$ cat src/rtl/mem_bus_pkg.sv
// Shared defaults and FSM state encoding for the memory burst master.
package mem_bus_pkg;

    localparam int unsigned BITS_DEF   = 16;
    localparam int unsigned ADDR_W_DEF = 8;
    localparam int unsigned LEN_W_DEF  = 4;

    typedef enum logic [1:0] {
        IDLE = 2'd0,
        RD   = 2'd1,
        WR   = 2'd2
    } state_t;

endpackage

$ cat src/rtl/mem_skid_buf.sv
// Two-entry skid buffer with registered outputs.
// Ports: i_valid/o_ready/i_data upstream, o_valid/i_ready/o_data downstream.
// The output register is the first entry and the skid register is the second.
// o_ready depends only on the skid register, so there is no combinational
// ready path from downstream to upstream.
module mem_skid_buf #(
    parameter int unsigned WIDTH = 17
) (
    input  logic             i_clk,
    input  logic             i_rst,
    input  logic             i_valid,
    output logic             o_ready,
    input  logic [WIDTH-1:0] i_data,
    output logic             o_valid,
    input  logic             i_ready,
    output logic [WIDTH-1:0] o_data
);

    logic             out_valid_q, out_valid_d;
    logic             skid_valid_q, skid_valid_d;
    logic [WIDTH-1:0] out_data_q, out_data_d;
    logic [WIDTH-1:0] skid_data_q, skid_data_d;
    logic             in_fire;

    // Next-state: refill the output slot whenever it frees up, and otherwise park the input in the skid slot.
    always_comb begin
        out_valid_d  = out_valid_q;
        out_data_d   = out_data_q;
        skid_valid_d = skid_valid_q;
        skid_data_d  = skid_data_q;
        in_fire      = i_valid & ~skid_valid_q;

        if (!out_valid_q || i_ready) begin
            if (skid_valid_q) begin
                out_valid_d  = 1'b1;
                out_data_d   = skid_data_q;
                skid_valid_d = 1'b0;
            end else begin
                out_valid_d = in_fire;
                if (in_fire) begin
                    out_data_d = i_data;
                end
            end
        end else if (in_fire) begin
            skid_valid_d = 1'b1;
            skid_data_d  = i_data;
        end
    end

    always_ff @(posedge i_clk or posedge i_rst) begin
        if (i_rst) begin
            out_valid_q  <= 1'b0;
            out_data_q   <= '0;
            skid_valid_q <= 1'b0;
            skid_data_q  <= '0;
        end else begin
            out_valid_q  <= out_valid_d;
            out_data_q   <= out_data_d;
            skid_valid_q <= skid_valid_d;
            skid_data_q  <= skid_data_d;
        end
    end

    assign o_ready = ~skid_valid_q;
    assign o_valid = out_valid_q;
    assign o_data  = out_data_q;

endmodule

$ cat src/rtl/mem_master.sv
// Burst memory master: accepts read/write burst commands and drives a simple
// synchronous-write / combinational-read memory port.
// Ports: i_clk, i_rst; command channel (i_cmd_*, o_cmd_ready);
// write-data channel (i_wdata_valid, o_wdata_ready, i_wdata);
// read-data channel (o_rdata_valid, i_rdata_ready, o_rdata, o_rdata_last);
// memory port (o_mem_rw, o_mem_addr, o_mem_data, i_mem_data); o_busy.
module mem_master
    import mem_bus_pkg::*;
#(
    parameter int unsigned BITS   = BITS_DEF,
    parameter int unsigned ADDR_W = ADDR_W_DEF,
    parameter int unsigned LEN_W  = LEN_W_DEF
) (
    input  logic              i_clk,
    input  logic              i_rst,
    input  logic              i_cmd_valid,
    output logic              o_cmd_ready,
    input  logic              i_cmd_write,
    input  logic [ADDR_W-1:0] i_cmd_addr,
    input  logic [LEN_W-1:0]  i_cmd_len,
    input  logic              i_wdata_valid,
    output logic              o_wdata_ready,
    input  logic [BITS-1:0]   i_wdata,
    output logic              o_rdata_valid,
    input  logic              i_rdata_ready,
    output logic [BITS-1:0]   o_rdata,
    output logic              o_rdata_last,
    output logic              o_mem_rw,
    output logic [ADDR_W-1:0] o_mem_addr,
    output logic [BITS-1:0]   o_mem_data,
    input  logic [BITS-1:0]   i_mem_data,
    output logic              o_busy
);

    localparam int unsigned PW = BITS + 1;

    state_t            state_q, state_d;
    logic [ADDR_W-1:0] addr_q, addr_d;
    logic [LEN_W-1:0]  cnt_q, cnt_d;
    logic              beat;
    logic              last_beat;
    logic              buf_in_ready;
    logic [PW-1:0]     buf_out;

    assign last_beat = (cnt_q == LEN_W'(0));

    // Next-state: a beat advances the address and count; the final beat keeps the address and returns to IDLE.
    always_comb begin
        state_d = state_q;
        addr_d  = addr_q;
        cnt_d   = cnt_q;
        beat    = 1'b0;

        case (state_q)
            IDLE: begin
                if (i_cmd_valid) begin
                    addr_d  = i_cmd_addr;
                    cnt_d   = i_cmd_len;
                    state_d = i_cmd_write ? WR : RD;
                end
            end
            RD:      beat = buf_in_ready;
            WR:      beat = i_wdata_valid;
            default: state_d = IDLE;
        endcase

        if (beat) begin
            if (last_beat) begin
                state_d = IDLE;
            end else begin
                addr_d = ADDR_W'(addr_q + 1'b1);
                cnt_d  = LEN_W'(cnt_q - 1'b1);
            end
        end
    end

    always_ff @(posedge i_clk or posedge i_rst) begin
        if (i_rst) begin
            state_q <= IDLE;
            addr_q  <= '0;
            cnt_q   <= '0;
        end else begin
            state_q <= state_d;
            addr_q  <= addr_d;
            cnt_q   <= cnt_d;
        end
    end

    // Read beats are captured straight from the combinational memory output.
    mem_skid_buf #(
        .WIDTH(PW)
    ) u_rbuf (
        .i_clk   (i_clk),
        .i_rst   (i_rst),
        .i_valid (state_q == RD),
        .o_ready (buf_in_ready),
        .i_data  ({last_beat, i_mem_data}),
        .o_valid (o_rdata_valid),
        .i_ready (i_rdata_ready),
        .o_data  (buf_out)
    );

    assign o_rdata       = buf_out[BITS-1:0];
    assign o_rdata_last  = buf_out[BITS];
    assign o_cmd_ready   = (state_q == IDLE);
    assign o_busy        = (state_q != IDLE);
    assign o_wdata_ready = (state_q == WR);
    assign o_mem_rw      = (state_q == WR) & i_wdata_valid;
    assign o_mem_data    = i_wdata;
    assign o_mem_addr    = addr_q;

endmodule
$ cat config.mk
export PLATFORM = sky130hd
export DESIGN_NAME = mem_master
export DESIGN_NICKNAME = d
export VERILOG_FILES = /design/src/rtl/mem_bus_pkg.sv /design/src/rtl/mem_skid_buf.sv /design/src/rtl/mem_master.sv
export SDC_FILE = /design/constraint.sdc
export NUM_CORES = 1
export LEC_CHECK = 0
export ABC_AREA = 1
export BUFFER_PORTS_ARGS = -buffer_cell sky130_fd_sc_hd__buf_2
export CAP_MARGIN = 30
export CELL_PAD_IN_SITES_DETAIL_PLACEMENT = 0
export CELL_PAD_IN_SITES_GLOBAL_PLACEMENT = 1
export CORE_MARGIN = 1
export CORE_UTILIZATION = 38
export DETAILED_ROUTE_END_ITERATION = 12
export GPL_ROUTABILITY_DRIVEN = 0
export HOLD_SLACK_MARGIN = 0.05
export PLACE_DENSITY = 0.86
export SLEW_MARGIN = 20
export SYNTH_ARGS = -nofsm -noshare
export SYNTH_HDL_FRONTEND = slang
export SYNTH_SLANG_ARGS = --single-unit
$ cat constraint.sdc
create_clock -name i_clk -period 4.2 [get_ports i_clk]
set_clock_uncertainty 0.15 [all_clocks]
set_input_delay 0.84 -clock i_clk [delete_from_list [all_inputs] [get_ports i_clk]]
set_output_delay 0.84 -clock i_clk [all_outputs]
set_load 0.005 [all_outputs]
==> results.cfg, run 1 <==
[cells_and_area]
fin_cells = 468
layout-drive-gt1-share = 0.2285
multiInputGateArea_um2 = 1056
regArea_um2 = 1251
layout-area-overhead-vs-synth_pct = 12.81
nets = 428
fillCellCount = 700
diodes = 0

[timing]
hold_violations = 0
tns_ps = 0
clock.fmax_mhz = 426.0
rsz0062_at_grt = false
final_max_slew_viol_count = 0
fin_crit_sh = 0.5589
tightest_slew_ps = 792.0
slew_headroom = 0.4720
setup_slack_ps = 1853
setup_viol = 0
timing.final.crit_period_ps = 2348

[die]
core_um2 = 6794
die_area_um2 = 7359
die_h_um = 85.79
start_util = 0.3926
die_w_um = 85.79
rows = 30
pin_count = 96

[clocking]
clkTransAtPathRegs_ps = 90
cts_made_buffers = 5
clock_latency_ps = 300
hold_buffers = 0
clock_path_buffers = 2
cts_resized = 0
htreeDepth = 2
post_cts_buffers = 0
clockRootBuffer = clkbuf_8
numClockSinks = 50
cts_tree = built

[yosys]
async_flop_share = 1.000
synth_common_cells = 98 x nand2_1, 50 x dfrtp_1, 38 x inv_1, 27 x nor2_1, 19 x o21ai_1
synth-simple-area-share = 0.2425
synth_cell_type_count = 29
synth_warnings = 0
synth_edf_count = 0
synth_top_family_by_area = simple AND/OR/NAND/NOR gates
synth_compound_area_frac = 0.1088
ys_seq_area_frac = 0.4690
syn-cell-area_um2 = 2668
synth_nets = 385
yosys.area_share.xor_xnor = 0.01642
synth_fa_ha_area_frac = 0.02814
synth_top_flop_cell = dfrtp_1
yosys.area.top_type = dfrtp_1
synth_top_cell_area_share = 0.4690
synthMuxAreaShare = 0
syn_area_per_cell_um2 = 8.108
netlist_top_cells_area = dfrtp_1 47%, nand2_1 14%, inv_1 5.3%
synth_cells = 329
synth.most_common_cell = nand2_1
synth-seq-cells = 50

[setup_path]
cp.required_ps = 3210
worstSetupPathType = flip-flop to output port
arrival_ps = 1360
start_kind = flip-flop
cp_max_fo = 7
end_kind = output port

[drt]
routed_via_density = 4.538
remaining_drc_errors = 0
drtAntennaViolNets = 0
wl_per_cell_um = 10.79
drt-total-wl_um = 5048
drt_iter0_markers = 75
route.vias.total = 2124
drt_first_pass_iters = 4

[pwr]
power_mw = 2.105
power.leakage_nw = 1.580
power_density_nw_per_um2 = 699.7
ir_worst_vdd_v = 0.0002567

[global_routing]
antenna_found_initial = 0
grt_max_degree = 35
grt_usage = 0.1516
grt_overflow = 0
grt_pass1_vias = 1968
grt_pass1_wl_um = 8942

[placement]
place_ws_ps = 1960
portBuffers = 63
place_inst = 461
place_hpwl_um = 3623

[flow_run]
maxCapViolations = 0

[outcome]
status = complete, no violations

[hold_path]
hold_class = flip-flop to flip-flop
-- power by group --
group	total [mW]	switching [mW]	internal (mW)
logic	0.960	0.554	0.406
registers	0.873	0.153	0.720
clock network	0.273	0.159	0.114
total	2.11	0.866	1.24
-- final timing paths --
path | endpoint | from | slack, ps | cells after the start
hold reg to reg | u_rbuf.skid_data_q[3] | u_rbuf.skid_data_q[3] | 350 | 2
min in group asynchronous | u_rbuf.o_data[5] | i_rst | 480 | 2
setup / recovery | o_busy | state_q[1] | 1850 | 4
max in group asynchronous | u_rbuf.skid_data_q[13] | i_rst | 2870 | 3
setup reg to reg | u_rbuf.skid_data_q[7] | u_rbuf.skid_valid_q | 2120 | 4
hold / removal | u_rbuf.skid_data_q[3] | u_rbuf.skid_data_q[3] | 350 | 2
-- kinds of logic after synthesis --
group           count (synthesis)
buf+inv                        68
fa+ha+maj                       6
xor+xnor                        5
flops                          50
simple gates                  149
compound gates                 51
-- cells in the final DEF (no fill, tap or decap), drive strengths merged, types with 2 or more instances in the layout --
master and n:
clkbuf 5, nand2 100, a21oi 3, ha 6, buf 64, inv 40, o21ai 30, dfrtp 50
nand3 15, nor2 30, xor2 4, clkinvlp 2, a31oi 17
-- critical path: stages, from the launching register on --
cell and delay [ps]:
dfrtp_1 430, inv_1 130, ha_1 320, inv_1 60
buf_2 120
-- layout make-up --
| cell class | instances | area share |
|---|---|---|
| multi-input cells | 211 | 0.3509 |
| clock inverters | 2 | 0.004990 |
| clock buffers | 5 | 0.02287 |
| inverters | 40 | 0.05156 |
| repair buffers | 64 | 0.1139 |
| flip-flops and latches | 50 | 0.4158 |
| well taps | 96 | 0.03992 |
-- flip-flops by register name (all words and copies together) (netlist names) --
name                 cells
state_q                  2
u_rbuf.skid_valid_q      1
cnt_q                    4
u_rbuf.o_valid           1
u_rbuf.o_data           17
u_rbuf.skid_data_q      17
o_mem_addr               8
-- metrics by stage --
stage / util / hold WS (ps) / area (um^2)
final: 0.4429 / 346.5 / 3009
after global routing: 0.4429 / 373.6 / 3009
after CTS: 0.4429 / 350.7 / 3009
after detailed placement: 0.4306 / 329.1 / 2925
after global placement: 0.4265 / 321.4 / 2898
after floorplan: - / 308.6 / 2668
-- metal layers --
metal / vias to the layer above / routed length, um / global-route usage
li1: 1107 / - / -
met5: - / 0 / 0
met4: 0 / 44 / 0.03788
met3: 8 / 262 / 0.03465
met1: 949 / 2452 / 0.2030
met2: 60 / 2288 / 0.2495
No activity file was read; power rests on OpenSTA's default activity.
==> inputs of run 2 (changes only) <==
- ABC_AREA: 1 -> 0
- CORE_UTILIZATION: 38 -> 33
- PLACE_DENSITY: 0.86 -> 0.76
- clock period: 4.2 -> 1.9 ns (I/O delays scaled with it)
==> run 2 against run 1 <==
Against the previous run: the run now ends with setup timing left; wire length rose by 11%; critical endpoint is now o_mem_addr[7]; clock power rose by 120%; worst hold slack got worse by 170 ps; sequential power rose by 120%; non-clock buffer count rose by 36; critical path type is now flip-flop to flip-flop; largest cell class unchanged.
==> results.cfg, run 2 <==
[cells_and_area]
diodes = 0
final_cell_mix = 62 x buf_2, 50 x dfrtp_1, 31 x buf_4
finalCoreUtilization = 0.4480
layout-drive-gt1-share = 0.4639
layout-area-overhead-vs-synth_pct = 29.05
nets = 374
layout_commonest_cell = buf_2
postLayoutCellArea_um2 = 3302

[die]
rows = 31
core_um2 = 7370
die_area_um2 = 8110
die_h_um = 90.06
start_util = 0.3472
die_w_um = 90.06
pin_count = 96

[clocking]
clkTransAtPathRegs_ps = 90
cts_tree = built
htreeDepth = 2
cts_made_buffers = 5
clock_path_buffers = 2
numClockSinks = 50
clock_latency_ps = 300
clockRootBuffer = clkbuf_8

[global_routing]
antenna_found_initial = 0
grt_pass1_vias = 2021
grt_max_degree = 51
grt_usage = 0.1434
grt_overflow = 0
grt_pass1_wl_um = 9459

[drt]
remaining_drc_errors = 0
drt_iter0_markers = 59
drt_first_pass_iters = 4
drtAntennaViolNets = 0
wl_per_cell_um = 13.43
drt-total-wl_um = 5615
routed_via_density = 4.854
route.vias.total = 2029

[yosys]
synth_cells = 237
synth_common_cells = 50 x dfrtp_1, 27 x nor2_1, 25 x a21oi_1, 20 x mux2i_1, 18 x mux2_2
synth_cell_type_count = 40
synth_warnings = 0
synth_edf_count = 0
ys_seq_area_frac = 0.4890
syn_area_per_cell_um2 = 10.80
synth_top_flop_cell = dfrtp_1
syn-cell-area_um2 = 2559
yosys.area.top_type = dfrtp_1
async_flop_share = 1.000
netlist_top_cells_area = dfrtp_1 49%, mux2_2 7.9%, mux2i_1 7.8%
synth-seq-cells = 50
synth_nets = 293
synth_top_cell_area_share = 0.4890
synth.most_common_cell = dfrtp_1

[timing]
rsz0062_at_grt = true
tightest_slew_ps = 339.0
timing.final.crit_period_ps = 1984
clock.fmax_mhz = 504.1
whs_ps = 172.9
fin_crit_sh = 1.044
slew_headroom = 0.7740
hold_violations = 0
setup_slack_ps = -83.67
setup_viol = 6
final_max_slew_viol_count = 0

[hold_path]
hold_class = input port to flip-flop

[setup_path]
slowest_delay_ps = 400
slowest_stage = dfrtp_1
cp.required_ps = 1940
start_kind = flip-flop
cp_max_fo = 8
crit_chain = inv_2 > ha_4 > or3b_4 > o211a_4 > mux2_4 > o221a_1
arrival_ps = 2030
end_kind = flip-flop
worstSetupPathType = flip-flop to flip-flop

[placement]
portBuffers = 63
place_area_um2 = 3058
place_hpwl_um = 3958

[pwr]
power_density_nw_per_um2 = 1541
ir_worst_vdd_v = 0.0006007
power_mw = 5.088
power.leakage_nw = 1.488

[flow_run]
maxCapViolations = 0

[outcome]
status = complete, but fails checks
violations = setup timing
[run 2: through the flow]
step                      setup TNS, ps  std cells  worst slack, ps
after floorplan                  -378.8        237           -101.7
after global placement           -257.3        400           -73.54
after detailed placement         -498.2        400           -104.7
after CTS                        -314.5        412           -64.35
after global routing              -1002        418           -144.0
final                            -377.7        418           -83.67
[run 2: where the power goes]
group	leakage, nW	internal, mW	total [mW]	switching, mW
Combinational	0.858	1.40	2.55	1.16
Sequential	0.586	1.58	1.93	0.343
Clock	0.0441	0.259	0.609	0.350
Total	1.49	3.24	5.09	1.85
[run 2: kinds of logic (layout without fill, tap and decap cells)]
| kind of cell | after synthesis | in the layout | share of synthesized area |
|---|---|---|---|
| AO/OA/AOI/OAI | 46 | 46 | 0.1198 |
| adder cells (fa/ha/maj) | 6 | 6 | 0.02934 |
| buffers and inverters | 33 | 115 | 0.07775 |
| flip-flops | 50 | 50 | 0.4890 |
| multiplexers | 40 | 40 | 0.1677 |
| AND/OR/NAND/NOR | 62 | 62 | 0.1164 |
[run 2: cell type report]
cell class	count	area (um^2)
Fill cell	728	4068
Clock inverter	3	21.27
Sequential cell	50	1251
Timing Repair Buffer	100	638.1
Clock buffer	5	68.82
Inverter	7	26.28
Tap cell	99	123.9
Multi-Input combinational cell	154	1172
[run 2: final timing paths]
| check | slack, ps | cells past startpoint | from | endpoint |
|---|---|---|---|---|
| min in group asynchronous | 510 | 4 | i_rst | o_mem_addr[5] |
| max | -80 | 6 | cnt_q[0] | o_mem_addr[7] |
| max in group asynchronous | 850 | 4 | i_rst | u_rbuf.o_data[0] |
| max reg2reg | -80 | 6 | cnt_q[0] | o_mem_addr[7] |
| min | 170 | 2 | i_mem_data[12] | u_rbuf.skid_data_q[12] |
| min reg2reg | 360 | 1 | u_rbuf.skid_data_q[6] | u_rbuf.skid_data_q[6] |
[run 2: timing repair]
item                                   4_1_cts  5_1_grt
setup endpoints to repair                   10        9
endpoints found under the hold margin       50        0
gates resized for setup                     12        8
hold buffers                                 1        0
pin swaps                                    1        6
buffers inserted                             3        6
[run 2: critical path, delay by kind of cell (launching register included)]
kind	cells	cell delay [ps]
muxes	1	300
and+or+nand+nor	1	400
buffers and inverters	1	80
adders and majority gates	1	130
DFF	1	400
AOI/OAI and AO/OA	2	410
[run 2: routing by layer]
layer / vias up / GRT usage / share of wire
met2: 71 / 0.2309 / 0.48
met4: 0 / 0.03226 / 0.0055
met1: 972 / 0.1944 / 0.47
li1: 982 / - / -
met5: - / 0 / 0
met3: 4 / 0.03553 / 0.052
==> inputs of run 3 (changes only) <==
- RECOVER_POWER: not set -> 25
==> run 3 against run 2 <==
Against the previous run: the run still ends with setup timing left; worst setup slack lost 0.66 ps; wire length shrank 0.14%; global-route usage is the same; clock power is essentially flat; combinational power is essentially flat; total power is essentially flat; non-clock buffer count is the same; first-iteration DRC count grew 14%; die area is the same; cell count is the same; sequential cell count is the same.
==> results.cfg, run 3 (same netlist as run 2, synthesis figures left out) <==
[global_routing]
grt_usage = 0.1434
grt_pass1_vias = 2021
grt_max_degree = 51
antenna_found_initial = 0
grt_pass1_wl_um = 9459
grt_overflow = 0

[pwr]
ir_worst_vdd_v = 0.0006005
power.switching_mw = 1.848
power_frac_comb = 0.501
intPower_mw = 3.236
clkPwrFrac = 0.120
p_seq_frac = 0.379
power_mw = 5.084
power.leakage_nw = 1.485
power_density_nw_per_um2 = 1545
switching_share = 0.3635

[cells_and_area]
layout_commonest_cell = buf_2
final_cell_mix = 62 x buf_2, 50 x dfrtp_1, 31 x buf_4
layout-area-overhead-vs-synth_pct = 28.56
finalCoreUtilization = 0.4464
postLayoutCellArea_um2 = 3289
fin_cells = 418
layout-drive-gt1-share = 0.4608
diodes = 0
nets = 374

[hold_path]
hold_class = input port to flip-flop

[timing]
setup_slack_ps = -84.33
final_max_slew_viol_count = 0
setup_viol = 6
clock.fmax_mhz = 503.9
rsz0062_at_grt = true
fin_crit_sh = 1.044
tightest_slew_ps = 673.8
hold_violations = 0
timing.final.crit_period_ps = 1984
tns_ps = -386.1
slew_headroom = 0.5508

[placement]
place_hpwl_um = 3958
place_area_um2 = 3058
portBuffers = 63
place_inst = 400

[outcome]
violations = setup timing
status = complete, but fails checks

[setup_path]
cp_max_fo = 8
end_kind = flip-flop
arrival_ps = 2030
start_kind = flip-flop
cp.required_ps = 1950
worstSetupPathType = flip-flop to flip-flop

[die]
rows = 31
pin_count = 96
die_area_um2 = 8110
die_w_um = 90.06
start_util = 0.3472
die_h_um = 90.06
core_um2 = 7370

[clocking]
clock_path_buffers = 2
clock_latency_ps = 300
clkTransAtPathRegs_ps = 90
numClockSinks = 50
cts_tree = built
clockRootBuffer = clkbuf_8
cts_made_buffers = 5
htreeDepth = 2

[flow_run]
maxCapViolations = 0

[drt]
wl_per_cell_um = 13.41
route.vias.total = 2021
routed_via_density = 4.835
drtAntennaViolNets = 0
drt_iter0_markers = 67
remaining_drc_errors = 0
drt_first_pass_iters = 7
drt-total-wl_um = 5607
run 3: area by class of cell:
type / instances / area, um^2
clock inverter: 3 / 21.27
fill: 729 / 4080
sequential: 50 / 1251
inverter: 7 / 26.28
multi-input combinational: 154 / 1172
clock buffer: 5 / 68.82
timing repair buffer: 100 / 625.6
tap: 99 / 123.9
run 3: stage by stage:
step | hold WS, ps | setup slack [ps]
2_1_floorplan | 316.3 | -101.7
3_3_place_gp | 296.4 | -73.54
3_5_place_dp | 299.6 | -104.7
4_1_cts | 159.4 | -64.35
5_1_grt | 162.5 | -144.0
6_report | 173.9 | -84.33
run 3: worst paths after layout:
| check | start | to | slack, ps | cells past startpoint |
|---|---|---|---|---|
| setup / recovery | cnt_q[0] | o_mem_addr[7] | -80 | 6 |
| hold / removal | i_mem_data[12] | u_rbuf.skid_data_q[12] | 170 | 2 |
| setup reg to reg | cnt_q[0] | o_mem_addr[7] | -80 | 6 |
| hold reg to reg | u_rbuf.skid_data_q[6] | u_rbuf.skid_data_q[6] | 360 | 1 |
| max in group asynchronous | i_rst | u_rbuf.o_data[0] | 460 | 4 |
| min in group asynchronous | i_rst | o_mem_addr[5] | 690 | 4 |
run 3: metal layers:
layer | GRT usage | routed length [um]
met4 | 0.03226 | 31
met1 | 0.1944 | 2609
met2 | 0.2309 | 2661
met5 | 0 | 0
met3 | 0.03553 | 305
run 3: power groups by stage:
stage	logic [mW]	clock network, mW	registers (mW)
final	2.55	0.609	1.93
after global routing	2.81	0.693	2.01
after CTS	2.42	0.642	1.92
after detailed placement	2.30	0	1.94
after global placement	2.25	0	1.91
after floorplan	1.39	0	1.92
run 3: critical path: stages, from the launching register on:
cell and delay [ps]:
dfrtp_1 400, inv_2 80, ha_4 130, or3b_4 400
o211a_4 210, mux2_4 300, o221a_1 200
run 3: repair_timing:
item,4_1_cts,5_1_grt
hold buffers,1,0
pin swaps,1,6
endpoints found under the setup margin,10,9
buffers inserted,3,6
endpoints found under the hold margin,50,0
resized for setup,12,8
